$ cat config.mk
export PLATFORM = sky130hd
export DESIGN_NAME = tone_burst_gen_flat
export DESIGN_NICKNAME = d
export VERILOG_FILES = /design/src/rtl/tone_burst_gen_pkg.sv /design/src/rtl/tone_burst_gen_if.sv /design/src/rtl/tone_burst_gen_note_lut.sv /design/src/rtl/tone_burst_gen.sv /design/src/flat_wrapper.sv
export SDC_FILE = /design/constraint.sdc
export NUM_CORES = 1
export LEC_CHECK = 0
export ABC_AREA = 1
export BUFFER_PORTS_ARGS = -buffer_cell sky130_fd_sc_hd__clkbuf_2
export CAP_MARGIN = 20
export CORE_ASPECT_RATIO = 0.9
export CORE_MARGIN = 3
export CORE_UTILIZATION = 45
export CTS_CLUSTER_DIAMETER = 100
export CTS_CLUSTER_SIZE = 25
export DETAILED_ROUTE_END_ITERATION = 6
export PLACE_DENSITY = 0.66
export SLEW_MARGIN = 0
export SYNTH_ARGS = -nofsm -noshare
export SYNTH_HDL_FRONTEND = slang
export SYNTH_SLANG_ARGS = --single-unit
$ cat constraint.sdc
create_clock -name clk -period 1.6 [get_ports clk]
set_input_delay 0.08 -clock clk [delete_from_list [all_inputs] [get_ports clk]]
set_output_delay 0.08 -clock clk [all_outputs]
set_load 0.005 [all_outputs]
$ cat src/rtl/tone_burst_gen_pkg.sv
// Shared types and constants for the tone-burst generator.
// Latency: n/a (types, constants and pure functions only).
// Backpressure: n/a.
//
// Contents: mode enum, FSM state enum, 12-entry chromatic note table
// (half-period base values for the top octave of the scale mode), and
// small helpers used by the top and the note lookup.
package tone_pkg;

  typedef enum logic [1:0] {
    TONE_FIXED = 2'd0,
    TONE_SWEEP = 2'd1,
    TONE_SCALE = 2'd2,
    TONE_RSVD  = 2'd3
  } tone_mode_e;

  typedef enum logic [1:0] {
    ST_IDLE = 2'd0,
    ST_RUN  = 2'd1,
    ST_DONE = 2'd2
  } tone_state_e;

  localparam int NOTE_CNT = 12;

  // Base half-period counts for one octave, lowest note first.
  localparam logic [9:0] NOTE_LUT [NOTE_CNT] = '{
    10'd512, 10'd483, 10'd456, 10'd431, 10'd406, 10'd384,
    10'd362, 10'd342, 10'd323, 10'd304, 10'd287, 10'd271
  };

  // Width of an octave index; never zero so a single-octave build still
  // has a legal vector.
  function automatic int oct_width(input int octaves);
    return (octaves > 1) ? $clog2(octaves) : 1;
  endfunction

  // Out-of-range note indices fall back to the first entry.
  function automatic logic [9:0] note_base(input logic [3:0] note);
    return (note < 4'(NOTE_CNT)) ? NOTE_LUT[note] : NOTE_LUT[0];
  endfunction

endpackage

$ cat src/rtl/tone_burst_gen_if.sv
// Request/status bundle between a controller and tone_burst_gen.
// Latency: n/a (wires only).
// Backpressure: none; start is a one-cycle request, busy tells the master when it will be ignored.
//
// Signals: start (1-cycle request), mode (2b), bursts (BURST_W),
//          busy, sound, done (all registered by the slave).
// Modports: master drives the request, slave drives status and sound.
interface tone_burst_gen_if #(
  parameter int BURST_W = 4
);
  logic               start;
  logic [1:0]         mode;
  logic [BURST_W-1:0] bursts;
  logic               busy;
  logic               sound;
  logic               done;

  modport master (
    output start, mode, bursts,
    input  busy, sound, done
  );

  modport slave (
    input  start, mode, bursts,
    output busy, sound, done
  );
endinterface

$ cat src/rtl/tone_burst_gen_note_lut.sv
// Scale-mode divider: maps (note, octave) to the half-period reload value.
// Latency: combinational.
// Backpressure: none.
//
// Ports: i_note (0..11), i_oct (0..OCTAVES-1), o_div (DIV_W reload value).
// Octave 0 is the lowest pitch, so it gets the largest left shift.
module tone_note_lut
  import tone_pkg::*;
#(
  parameter int DIV_W   = 15,
  parameter int OCTAVES = 6,
  parameter int OCT_W   = oct_width(OCTAVES)
) (
  input  logic [3:0]       i_note,
  input  logic [OCT_W-1:0] i_oct,
  output logic [DIV_W-1:0] o_div
);

  logic [DIV_W-1:0] w_base;
  logic [OCT_W-1:0] w_shift;

  always_comb begin
    w_base  = DIV_W'(note_base(i_note));
    w_shift = OCT_W'(OCTAVES - 1) - i_oct;
    // Reload is one less than the half period because the phase counter
    // spends one cycle at zero before reloading.
    o_div   = (w_base << w_shift) - DIV_W'(1);
  end

endmodule

$ cat src/rtl/tone_burst_gen.sv
// Tone-burst generator: plays `bursts` full square-wave periods on sound, then pulses done.
// Latency: busy one cycle after an accepted start; first rising edge divider+1 cycles later.
// Backpressure: start is ignored (dropped) while busy, for mode 3, or for bursts == 0.
//
// Ports: clk, rst (synchronous, active high), bus (tone_burst_gen_if.slave:
//        start/mode/bursts in; busy/sound/done out, all registered).
// Build option: define TONE_BURST_SCALE_EN to compile the chromatic scale
// mode (mode 2); without it mode 2 is treated like the reserved mode.
module tone_burst_gen
  import tone_pkg::*;
#(
  parameter int DIV_W      = 15,
  parameter int FIXED_DIV  = 28408,
  parameter int BURST_W    = 4,
  parameter int SWEEP_W    = 23,
  parameter int STEP_SHIFT = 22,
  parameter int OCTAVES    = 6
) (
  input logic             clk,
  input logic             rst,
  tone_burst_gen_if.slave bus
);

  localparam int TW = BURST_W + 1;
  localparam logic [DIV_W-1:0] FIXED_RELOAD = DIV_W'(FIXED_DIV);
  // Sweep divider with a cleared sweep counter: MSB low, so the ramp is
  // the inverse of zero, i.e. {01, 1111111, 0...}.
  localparam logic [DIV_W-1:0] SWEEP_DIV0 = DIV_W'(255) << (DIV_W - 9);

  if (DIV_W < 9) begin : g_bad_div_w
    $error("tone_burst_gen: DIV_W must be at least 9");
  end
  if (SWEEP_W < 8) begin : g_bad_sweep_w
    $error("tone_burst_gen: SWEEP_W must be at least 8");
  end
  if (OCTAVES < 1 || STEP_SHIFT < 1) begin : g_bad_scale_cfg
    $error("tone_burst_gen: OCTAVES and STEP_SHIFT must be at least 1");
  end

  tone_state_e        r_state, w_state_nxt;
  tone_mode_e         r_mode, w_mode_in;
  logic [BURST_W-1:0] r_bursts;
  logic [TW-1:0]      r_toggles, w_tog_inc;
  logic [DIV_W-1:0]   r_phase;
  logic [DIV_W-1:0]   w_div_run, w_div_start, w_div_sweep;
  logic [SWEEP_W-1:0] r_sweep;
  logic [6:0]         w_ramp;
  logic               r_busy, r_done, r_sound;
  logic               w_busy_nxt, w_done_nxt, w_sound_nxt;
  logic               w_legal, w_accept, w_reload, w_last;

`ifdef TONE_BURST_SCALE_EN
  localparam int OCT_W = oct_width(OCTAVES);
  localparam logic [OCT_W-1:0] OCT_MAX = OCT_W'(OCTAVES - 1);
  localparam logic [DIV_W-1:0] SCALE_DIV0 =
    DIV_W'((int'(NOTE_LUT[0]) << (OCTAVES - 1)) - 1);

  if ((512 << (OCTAVES - 1)) >= (1 << DIV_W)) begin : g_bad_octaves
    $error("tone_burst_gen: lowest scale note does not fit in DIV_W bits");
  end

  logic [STEP_SHIFT-1:0] r_step;
  logic [3:0]            r_note;
  logic [OCT_W-1:0]      r_oct;
  logic [DIV_W-1:0]      w_div_scale;

  tone_note_lut #(
    .DIV_W   (DIV_W),
    .OCTAVES (OCTAVES),
    .OCT_W   (OCT_W)
  ) u_note_lut (
    .i_note (r_note),
    .i_oct  (r_oct),
    .o_div  (w_div_scale)
  );
`endif

  // Request qualification.
  always_comb begin
    w_mode_in = tone_mode_e'(bus.mode);
    w_legal   = (w_mode_in == TONE_FIXED) || (w_mode_in == TONE_SWEEP);
`ifdef TONE_BURST_SCALE_EN
    if (w_mode_in == TONE_SCALE) w_legal = 1'b1;
`endif
    w_accept  = (r_state == ST_IDLE) && bus.start && w_legal && (bus.bursts != '0);
  end

  // Divider selection. w_div_run follows the live sweep/scale counters and
  // is only sampled at a reload; w_div_start is the same divider with all
  // counters cleared, used for the very first half period.
  always_comb begin
    w_ramp      = r_sweep[SWEEP_W-1] ? r_sweep[SWEEP_W-2 -: 7] : ~r_sweep[SWEEP_W-2 -: 7];
    w_div_sweep = DIV_W'({2'b01, w_ramp}) << (DIV_W - 9);

    w_div_run = FIXED_RELOAD;
    case (r_mode)
      TONE_SWEEP: w_div_run = w_div_sweep;
`ifdef TONE_BURST_SCALE_EN
      TONE_SCALE: w_div_run = w_div_scale;
`endif
      default: ;
    endcase

    w_div_start = FIXED_RELOAD;
    case (w_mode_in)
      TONE_SWEEP: w_div_start = SWEEP_DIV0;
`ifdef TONE_BURST_SCALE_EN
      TONE_SCALE: w_div_start = SCALE_DIV0;
`endif
      default: ;
    endcase
  end

  // Next state and next registered outputs.
  always_comb begin
    w_state_nxt = r_state;
    w_busy_nxt  = r_busy;
    w_done_nxt  = 1'b0;
    w_sound_nxt = r_sound;
    w_reload    = (r_state == ST_RUN) && (r_phase == '0);
    w_tog_inc   = r_toggles + TW'(1);
    // 2*bursts toggles is always an even count, so the last one is a fall.
    w_last      = w_reload && (w_tog_inc == {r_bursts, 1'b0});

    case (r_state)
      ST_IDLE: begin
        w_busy_nxt  = 1'b0;
        w_sound_nxt = 1'b0;
        if (w_accept) begin
          w_state_nxt = ST_RUN;
          w_busy_nxt  = 1'b1;
        end
      end
      ST_RUN: begin
        if (w_reload) begin
          w_sound_nxt = ~r_sound;
          if (w_last) begin
            w_state_nxt = ST_DONE;
            w_done_nxt  = 1'b1;
            w_sound_nxt = 1'b0;
          end
        end
      end
      ST_DONE: begin
        w_state_nxt = ST_IDLE;
        w_busy_nxt  = 1'b0;
        w_sound_nxt = 1'b0;
      end
      default: begin
        w_state_nxt = ST_IDLE;
        w_busy_nxt  = 1'b0;
        w_sound_nxt = 1'b0;
      end
    endcase
  end

  always_ff @(posedge clk) begin
    if (rst) begin
      r_state <= ST_IDLE;
      r_busy  <= 1'b0;
      r_done  <= 1'b0;
      r_sound <= 1'b0;
    end else begin
      r_state <= w_state_nxt;
      r_busy  <= w_busy_nxt;
      r_done  <= w_done_nxt;
      r_sound <= w_sound_nxt;
    end
  end

  // Phase, toggle and sweep counters.
  always_ff @(posedge clk) begin
    if (rst) begin
      r_mode    <= TONE_FIXED;
      r_bursts  <= '0;
      r_toggles <= '0;
      r_phase   <= '0;
      r_sweep   <= '0;
    end else if (w_accept) begin
      r_mode    <= w_mode_in;
      r_bursts  <= bus.bursts;
      r_toggles <= '0;
      r_phase   <= w_div_start;
      r_sweep   <= '0;
    end else if (r_state == ST_RUN) begin
      r_sweep <= r_sweep + SWEEP_W'(1);
      if (w_reload) begin
        r_phase   <= w_div_run;
        r_toggles <= w_tog_inc;
      end else begin
        r_phase <= r_phase - DIV_W'(1);
      end
    end
  end

`ifdef TONE_BURST_SCALE_EN
  // Note advances when the step counter wraps; octave advances when the
  // note wraps past the last table entry.
  always_ff @(posedge clk) begin
    if (rst) begin
      r_step <= '0;
      r_note <= '0;
      r_oct  <= '0;
    end else if (w_accept) begin
      r_step <= '0;
      r_note <= '0;
      r_oct  <= '0;
    end else if (r_state == ST_RUN) begin
      r_step <= r_step + STEP_SHIFT'(1);
      if (r_step == '1) begin
        if (r_note == 4'(NOTE_CNT - 1)) begin
          r_note <= '0;
          r_oct  <= (r_oct == OCT_MAX) ? '0 : r_oct + OCT_W'(1);
        end else begin
          r_note <= r_note + 4'd1;
        end
      end
    end
  end
`endif

  assign bus.busy  = r_busy;
  assign bus.done  = r_done;
  assign bus.sound = r_sound;

endmodule
$ cat src/flat_wrapper.sv
// flat-port wrapper written by rule: the top's interface ports become plain ports
module tone_burst_gen_flat import tone_pkg::*;
#(
  parameter int DIV_W      = 15,
  parameter int FIXED_DIV  = 28408,
  parameter int BURST_W    = 4,
  parameter int SWEEP_W    = 23,
  parameter int STEP_SHIFT = 22,
  parameter int OCTAVES    = 6
)
  (clk, rst, bus_start, bus_mode, bus_bursts, bus_busy, bus_sound, bus_done);
  tone_burst_gen_if #(.BURST_W(BURST_W)) bus_i ();
  input logic clk;
  input logic rst;
  input wire logic [$bits(bus_i.start)-1:0] bus_start;
  input wire logic [$bits(bus_i.mode)-1:0] bus_mode;
  input wire logic [$bits(bus_i.bursts)-1:0] bus_bursts;
  output wire logic [$bits(bus_i.busy)-1:0] bus_busy;
  output wire logic [$bits(bus_i.sound)-1:0] bus_sound;
  output wire logic [$bits(bus_i.done)-1:0] bus_done;
  assign bus_i.start = bus_start;
  assign bus_i.mode = bus_mode;
  assign bus_i.bursts = bus_bursts;
  assign bus_busy = bus_i.busy;
  assign bus_sound = bus_i.sound;
  assign bus_done = bus_i.done;
  tone_burst_gen #(.DIV_W(DIV_W), .FIXED_DIV(FIXED_DIV), .BURST_W(BURST_W), .SWEEP_W(SWEEP_W), .STEP_SHIFT(STEP_SHIFT), .OCTAVES(OCTAVES)) u_core (.clk(clk), .rst(rst), .bus(bus_i));
endmodule
After elaboration in Yosys (flattened, before gate mapping) --
Index checks and enable logic that the tools add are counted.
Cells by class: add/subtract/negate cells 3, eq/ne operators 7, multiplexer cells 14, bitwise gates (word level) 4, reductions and logical operators 16
Operators with widths (count):
- 15-bit two-way mux | 5
- 23-bit by 1-bit adder with 23-bit output (second input constant) | 1
- 15-bit logical NOT | 1
- 15-bit by 1-bit subtractor with 15-bit output (second input constant) | 1
- 7-bit two-way mux | 1
- 7-bit inverter | 1
- 2-bit by 1-bit == test with 1-bit output (second input constant) | 3
- 2-bit two-way mux | 3
- 2-bit by 1-bit != test with 1-bit output (second input constant) | 3
- 5-bit by 1-bit adder with 5-bit output (second input constant) | 1
- 5-bit == test | 1
- 1-bit logical AND | 5
- 2-bit logical NOT | 2
- 2-bit one-hot mux with 2 select lines | 1
- 4-bit nonzero test | 1
- 2-bit OR reduction | 2
- 1-bit two-way mux | 3
- 1-bit inverter | 3
- 3-bit AND reduction | 1
- 3-bit OR reduction | 1
- 1-bit one-hot mux with 2 select lines | 1
- 2-bit AND reduction | 1
- 2-bit nonzero test | 1
- 1-bit logical OR | 1
Storage, ports and cells: register bits after elaboration 54, logic and storage cells 53

Depth between registers and ports, before layout --
Gate-level depths: netlist of the first run.
depth in word-level cells 6, depth in mapped cells 12, depth with buffers taken out 12

Least setup slack after synthesis of the first run --
OpenSTA, ideal clock, no wires.
kind register -> register, start register u_core.r_phase[0], end register u_core.r_done, in the netlist u_core.bus.done, library setup time 0.078 ns, arrival time 1.299 ns, data required time 1.522 ns, slack 0.223 ns, cell stages (with the launch flop) 12, path buffers 1, clock period less this slack 1.377 ns, cells stage by stage dfxtp_1 -> inv_1 -> ha_1 -> inv_1 -> nor2_1 -> nand2_1 -> nor2_4 -> nand3_2 -> buf_6 -> nor2_4 -> nand3_2 -> nor3_1
On the way: word-level cells in the longest chain between the ends 4, elaborated cells on any way between the ends 6
RTL lines:
- start, declared | RTL line tone_burst_gen.sv:44 | logic [DIV_W-1:0] r_phase;
- start signal, assigned | RTL line tone_burst_gen.sv:183 | r_phase <= w_div_start;
- start signal, assigned | RTL line tone_burst_gen.sv:188 | r_phase <= w_div_run;
- start signal, assigned | RTL line tone_burst_gen.sv:191 | r_phase <= r_phase - DIV_W'(1);
- 15-bit logical NOT * | RTL line tone_burst_gen.sv:120 | w_reload = (r_state == ST_RUN) && (r_phase == '0);
- 1-bit logical AND * | RTL line tone_burst_gen.sv:120
- 1-bit inverter (no line) or 1-bit logical AND (tied branches)
- 3-bit OR reduction (no line) or 1-bit two-way mux (tied branches)
- end signal, assigned | RTL line tone_burst_gen.sv:166 | r_done <= w_done_nxt;
- end, declared | RTL line tone_burst_gen.sv:48 | logic r_busy, r_done, r_sound;
Mark *: on every way between the ends. The rest lies on a longest branch, timed or not. A chain may end at the register's enable or synchronous reset.

Worst setup path after layout of the first run --
start register u_core.r_phase[0], end register u_core.r_state[1]
On the way: word-level cells in the longest chain between the ends 5, elaborated cells on any way between the ends 6
RTL lines:
- 15-bit logical NOT * | RTL line tone_burst_gen.sv:120
- 1-bit logical AND * | RTL line tone_burst_gen.sv:120
- 1-bit logical AND | RTL line tone_burst_gen.sv:123 | w_last = w_reload && (w_tog_inc == {r_bursts, 1'b0});
- 2-bit by 1-bit != test with 1-bit output (no line)
- 3-bit AND reduction (no line) *
- end signal, assigned | RTL line tone_burst_gen.sv:164 | r_state <= w_state_nxt;
- end, declared | RTL line tone_burst_gen.sv:40 | tone_state_e r_state, w_state_nxt;
Marked as above.

==> impl_metrics.csv, run 1 <==
group,metric,value,unit
placement,dpl.hpwl,4920,um
synth,synthesis.area,3010,um2
finish,fin_util,54.5,%
global_routing,grt_pass1_wl,11500,um
finish,final_area,3430,um2
placement,port_buffers,11,
critical_path,cpLargestDelayFamily,"simple AND/OR/NAND/NOR gates",
synth,avgSynthCellArea,6.78,um2
power,switching_power,0.907,mW
synth,synth_fp_nets,457,
routing,drcViolationCount,0,
global_routing,antenna_found_initial,0,
finish,layout.nets,483,
power,p_int,1.93,mW
cts,clk_pin_slew_worst_paths,100,ps
critical_path,crit_fanout,7,
routing,routed_wl,6790,um
critical_path,startpoint_type,"flip-flop",
die,dieWidth,92.2,um
placement,place_congestion,0.894,
die,initial_core_util,47.9,%
critical_path,cpPeakStageDelay,330,ps
routing,drtPass1Iterations,5,
global_routing,grt_pass1_vias,2501,
power,switching_share,32.0,%
power,ir_worst_vdd,0.000534,V
cts,clockBufferDepth,2,
finish,fin_cells,557,
timing,post-route-min-period,1600,ps
power,total_power,2.84,mW
routing,drt-wirelength-per-cell,12.2,um
timing,rsz0062_at_grt,"yes",
flow_run,drv_cap,0,
cts,clock-sinks,54,
timing,setup_viol,0,
critical_path,reg2regPathDepth,11,
routing,routed-via-count,2818,
outcome,status,"finished clean",
timing,timing.final.hold_violations,0,
hold_path,worstHoldPathType,"input port to flip-flop",
cts,htree_levels,2,
timing,skew,9.42,ps
timing,final-max-slew-violation-count,0,
placement,placed_cell_area,3220,um2
global_routing,met2_usage,29.2,%
power,p_leak,1.37,nW
timing,relSlewSlack,70.6,%
hold_path,holdPathEnd,"u_core.r_bursts[0]$_SDFFE_PP0P_",
power,p_per_area,828,nW/um2
finish,layout-drive-gt1-share,20.9,%
die,fp.coreArea,6280,um2
finish,area_growth,13.8,%
finish,final_cell_mix,"90 x nand2_1, 50 x dfxtp_1, 47 x inv_1, 45 x a21oi_1, 40 x nor2_1",
critical_path,r2r_end,"u_core.r_state[1]$_SDFFE_PP0P_",
critical_path,path_buf_inv,3,
finish,layout.cells.most_common,"nand2_1",
synth,synth_warnings,0,
cts,cts_tree,"built",
global_routing,busiest_layer,"met2",
synth,yosysSeqAreaShare,35.9,%
cts,root_buffer,"clkbuf_8",
synth,yosysUniqueCellTypes,37,
global_routing,grt_use_met3,3.25,%
synth,synthCells,444,
power,pwr-share-comb,21.4,%
power,sequentialPowerShare,51.5,%
routing,postRouteAntennaNets,0,
global_routing,grtUsageTotal,18.1,%
die,num_io_pins,12,
hold_path,min_from,"bus_bursts[0]",
power,p_clk_share,27.0,%
timing,post-route-worst-setup-slack,3.10,ps
placement,dp_cells,546,
cts,clkLatencyLatePin,310,ps
timing,max_freq,626,MHz
critical_path,cp-startpoint,"u_core.r_phase[0]$_SDFFE_PP0P_",
finish,num_antenna_cells,0,
critical_path,crit_path_cell_trace,"inv_2, ha_4, inv_2, nor2_1, nand2_1, nor2_4, nand3_4, buf_6, nor2_4, nand3_4, nor3_4",
routing,drt_iter0_markers,163,
die,rows,27,
timing,worst_pin_slew,437,ps
timing,fin_crit_sh,99.8,%
critical_path,cp.arrival,1840,ps
synth,ys_seq_elements,54,
cts,cts_hold_buf,0,
global_routing,grt_overflow,0,
global_routing,grt_use_met1,24.5,%
hold_path,min_path_cells,3,
critical_path,critical_path_class,"flip-flop to flip-flop",
critical_path,required,1840,ps
placement,dpl_worst_slack,-4.18,ps
critical_path,rrSetupSlack,3,ps
global_routing,grt_max_degree,17,
critical_path,cp_slowest_cell,"dfxtp_2",
die,die-height,83.6,um
cts,cts_buffers,5,
die,dieArea,7710,um2
critical_path,critPathCaptureType,"flip-flop",
critical_path,r2r-start,"u_core.r_phase[0]$_SDFFE_PP0P_",
routing,vias_per_cell,5.06,
## synthesized netlist by cell type
library cell | n | area (um2)
o22ai_1 | 2 | 12.5
nor4_1 | 1 | 6.26
nor3b_1 | 3 | 22.5
xor2_1 | 7 | 61.3
nand2_1 | 93 | 349
nand3b_1 | 2 | 15.0
nor2_4 | 8 | 90.1
nand4_2 | 1 | 12.5
nor3_1 | 6 | 30.0
nand3_1 | 28 | 140
nand2_2 | 6 | 37.5
clkbuf_1 | 1 | 3.75
o21ai_0 | 33 | 165
buf_6 | 1 | 11.3
nor2_2 | 9 | 56.3
nand2_4 | 1 | 11.3
inv_1 | 53 | 199
or2_0 | 1 | 6.26
a21boi_0 | 1 | 7.51
o21ai_1 | 3 | 15.0
nor3_2 | 1 | 10.0
buf_4 | 2 | 15.0
xnor2_1 | 2 | 17.5
clkbuf_2 | 1 | 5.00
nand3_2 | 5 | 50.1
inv_2 | 4 | 15.0
nor2_1 | 45 | 169
ha_1 | 4 | 50.1
and2_1 | 1 | 6.26
a21oi_1 | 46 | 230
o21a_1 | 1 | 7.51
buf_2 | 6 | 30.0
nand4_1 | 7 | 43.8
dfxtp_1 | 54 | 1080
clkinv_1 | 1 | 3.75
or2_2 | 3 | 18.8
and3_1 | 1 | 6.26
## state kept, by name (all words and copies together) (netlist names)
register / count
u_core.r_bursts: 4
u_core.r_state: 2
u_core.r_phase: 15
u_core.bus.busy: 1
u_core.r_mode: 2
u_core.bus.sound: 1
u_core.bus.done: 1
u_core.r_toggles: 5
u_core.r_sweep: 23
## cells by family after synthesis
logic type | count (synthesis) | share of synthesized area [%]
buffers and inverters | 69 | 9.39
AND/OR/NAND/NOR | 222 | 35.9
AO/OA/AOI/OAI | 86 | 14.5
flip-flops | 54 | 35.9
XOR/XNOR | 9 | 2.62
adder cells (fa/ha/maj) | 4 | 1.66
## final cells by class
type | instances | area (um2)
fillers | 612 | 2860
multi-input cells | 321 | 1730
flip-flops and latches | 54 | 1090
inverters | 58 | 218
repair buffers | 30 | 205
well taps | 87 | 109
clock buffers | 5 | 68.8
clock inverters | 2 | 15.0
## worst max-delay path by stage
stage	to	depth (start not counted)
6_report	u_core.r_state[1]$_SDFFE_PP0P_	11
5_1_grt	u_core.r_state[1]$_SDFFE_PP0P_	11
4_1_cts	u_core.r_phase[8]$_SDFFE_PP0P_	11
3_5_place_dp	u_core.r_phase[8]$_SDFFE_PP0P_	11
3_3_place_gp	u_core.r_phase[12]$_SDFFE_PP0P_	11
2_1_floorplan	u_core.bus.done$_SDFF_PP0_	11
## metrics by stage
| stage | hold slack, ps | TNS (ps) |
|---|---|---|
| 6_report | 13.9 | 0 |
| 5_1_grt | 30.4 | -408 |
| 4_1_cts | 7.10 | 0 |
| 3_5_place_dp | 339 | -7.31 |
| 3_3_place_gp | 331 | 0 |
| 2_1_floorplan | 149 | 0 |
## power by group through the flow
stage	combinational [mW]	sequential, mW	clock [mW]
final	0.608	1.46	0.767
after CTS	0.565	1.46	0.788
after global routing	0.689	1.47	0.834
after floorplan	0.428	1.47	0
after global placement	0.547	1.49	0
after detailed placement	0.554	1.49	0
## worst reg2reg max path, stage by stage (launching register included)
cell	delay [ps]
dfxtp_2	330
inv_2	80
ha_4	130
inv_2	20
nor2_1	70
nand2_1	90
nor2_4	150
nand3_4	130
buf_6	150
nor2_4	100
nand3_4	90
nor3_4	180
## routing by layer
layer | wire length, um | vias to the layer above
met1 | 3350 | 1260
met3 | 298 | 7
met2 | 3070 | 66
met5 | 0 | -
met4 | 75 | 0
li1 | - | 1485
## repair_timing
| action | 4_1_cts | 5_1_grt |
|---|---|---|
| endpoints found under the setup margin | 5 | 24 |
| gates cloned | 0 | 0 |
| setup buffers | 0 | 4 |
| pin swaps | 0 | 5 |
| resized for setup | 2 | 29 |
Note: power is estimated with default switching activity, not from simulation.
==> run 2: changes to the inputs <==
--- a/config.mk
+++ b/config.mk
@@ -15,6 +15,7 @@
 export CTS_CLUSTER_SIZE = 25
 export DETAILED_ROUTE_END_ITERATION = 6
 export PLACE_DENSITY = 0.66
+export SETUP_SLACK_MARGIN = 0.4
 export SLEW_MARGIN = 0
 export SYNTH_ARGS = -nofsm -noshare
 export SYNTH_HDL_FRONTEND = slang
==> impl_metrics.csv, run 2 (same netlist as run 1, synthesis figures left out) <==
group,metric,value,unit
outcome,status,"finished clean",
flow_run,drv_cap,0,
timing,rsz0062_at_grt,"yes",
die,dieWidth,92.2,um
die,die-height,83.6,um
finish,regArea,1110,um2
critical_path,required,1820,ps
routing,vias_per_cell,5.32,
finish,layout-drive-gt1-share,40.5,%
timing,timing.final.hold_violations,0,
critical_path,startpoint_type,"flip-flop",
timing,max_freq,666,MHz
hold_path,worstHoldPathType,"input port to flip-flop",
critical_path,r2r-start,"u_core.r_phase[1]$_SDFFE_PP0P_",
finish,final_cell_mix,"76 x nand2_1, 43 x inv_1, 37 x dfxtp_1, 36 x nor2_1",
finish,layout.cells.most_common,"nand2_1",
finish,final_area,4240,um2
critical_path,reg2regPathDepth,12,
critical_path,cp_slowest_cell,"dfxtp_2",
routing,routed-via-count,3126,
placement,dp_cells,544,
timing,setup_viol,0,
critical_path,r2r_end,"u_core.r_state[0]$_SDFFE_PP0P_",
cts,clkLatencyLatePin,320,ps
timing,worst_pin_slew,468,ps
critical_path,crit_path_cell_trace,"inv_2, ha_4, inv_1, nor2_1, nand2_1, nor2_4, nand3_4, buf_6, nor2_2, nand2_1, nand2_1, a21oi_1",
finish,largest_reg_flops,23,
cts,cts_buffers,5,
timing,finalSetupTns,0,ps
global_routing,grt_pass1_wl,12800,um
cts,clock-sinks,54,
hold_path,min_from,"bus_bursts[1]",
critical_path,critPathCaptureType,"flip-flop",
global_routing,grt_max_degree,16,
finish,num_antenna_cells,0,
die,initial_core_util,47.9,%
critical_path,cp.arrival,1720,ps
routing,postRouteAntennaNets,0,
global_routing,grtUsageTotal,20.2,%
timing,fin_crit_sh,93.9,%
finish,fin_util,67.4,%
placement,port_buffers,11,
finish,layout.nets,513,
critical_path,critical_path_class,"flip-flop to flip-flop",
timing,final-max-slew-violation-count,0,
finish,multiInputGateArea,2110,um2
cts,root_buffer,"clkbuf_8",
routing,routed_wl,8530,um
cts,clockBufferDepth,2,
routing,drtPass1Iterations,4,
critical_path,rrSetupSlack,100,ps
routing,drt_iter0_markers,187,
die,num_io_pins,12,
power,ir_worst_vdd,0.000510,V
finish,top_register,"u_core.r_sweep",
global_routing,grt_overflow,0,
timing,relSlewSlack,68.5,%
power,p_leak,1.68,nW
finish,fin_cells,588,
cts,clk_pin_slew_worst_paths,100,ps
hold_path,min_path_cells,3,
timing,skew,10.1,ps
die,fp.coreArea,6280,um2
die,dieArea,7710,um2
timing,hold_slack,15.9,ps
global_routing,antenna_found_initial,0,
placement,dpl_worst_slack,99.1,ps
power,p_per_area,760,nW/um2
placement,place_congestion,0.811,
global_routing,grt_pass1_vias,2806,
power,total_power,3.22,mW
placement,dpl.hpwl,4950,um
cts,htree_levels,2,
finish,top_regs,"u_core.r_sweep: 23 flops, u_core.r_phase: 15 flops, u_core.r_toggles: 5 flops",
placement,placed_cell_area,3250,um2
cts,cts_tree,"built",
critical_path,crit_fanout,5,
finish,nFillCells,497,
critical_path,critPathMostFrequentCell,"nand2_1",
hold_path,holdPathEnd,"u_core.r_bursts[1]$_SDFFE_PP0P_",
critical_path,cpPeakStageDelay,330,ps
routing,drt-wirelength-per-cell,14.5,um
timing,post-route-worst-setup-slack,97.6,ps
routing,drcViolationCount,0,
timing,post-route-min-period,1500,ps
finish,area_growth,40.6,%
die,rows,27,
-- run 2: report_power, final --
part / internal [mW] / switching (mW)
Combinational: 0.338 / 0.483
Clock: 0.470 / 0.467
Sequential: 1.40 / 0.0635
-- run 2: per-layer routing --
| metal | part of all wire [%] | vias to the layer above | GRT usage (%) |
|---|---|---|---|
| li1 | - | 1550 | - |
| met1 | 46 | 1494 | 28.0 |
| met2 | 48 | 64 | 32.2 |
| met3 | 3.6 | 18 | 4.42 |
| met4 | 2.6 | 0 | 4.72 |
| met5 | 0 | - | 0 |
-- run 2: area by class of cell --
type	instances	share of cell area (%)
clock buffers	7	1.80
clock inverters	1	0.709
inverters	58	5.61
multi-input cells	321	49.8
flip-flops and latches	54	26.3
well taps	87	2.57
repair buffers	60	13.2
-- run 2: worst max-delay path by stage --
stage / start / endpoint / cells past startpoint
floorplan: u_core.r_phase[0]$_SDFFE_PP0P_ / u_core.bus.done$_SDFF_PP0_ / 11
global placement: u_core.r_phase[0]$_SDFFE_PP0P_ / u_core.r_state[0]$_SDFFE_PP0P_ / 12
detailed placement: u_core.r_phase[0]$_SDFFE_PP0P_ / u_core.bus.sound$_SDFFE_PP0P_ / 12
CTS: u_core.r_phase[1]$_SDFFE_PP0P_ / u_core.bus.sound$_SDFFE_PP0P_ / 12
global route: u_core.r_phase[1]$_SDFFE_PP0P_ / u_core.r_phase[8]$_SDFFE_PP0P_ / 11
finish: u_core.r_phase[1]$_SDFFE_PP0P_ / u_core.r_state[0]$_SDFFE_PP0P_ / 12
-- run 2: critical path, delay by kind of cell (launching register included) --
family / cells / cell delay, ps
adders and majority gates: 1 / 120
and+or+nand+nor: 7 / 620
buffers and inverters: 3 / 260
AOI/OAI and AO/OA: 1 / 50
DFF: 1 / 330
-- run 2: timing repair --
item	CTS	global route
pin swaps	13	35
buffers inserted	9	22
hold endpoints to repair	1	0
gates resized for setup	57	114
cloned	2	2
endpoints found under the setup margin	51	51
hold buffers	1	0
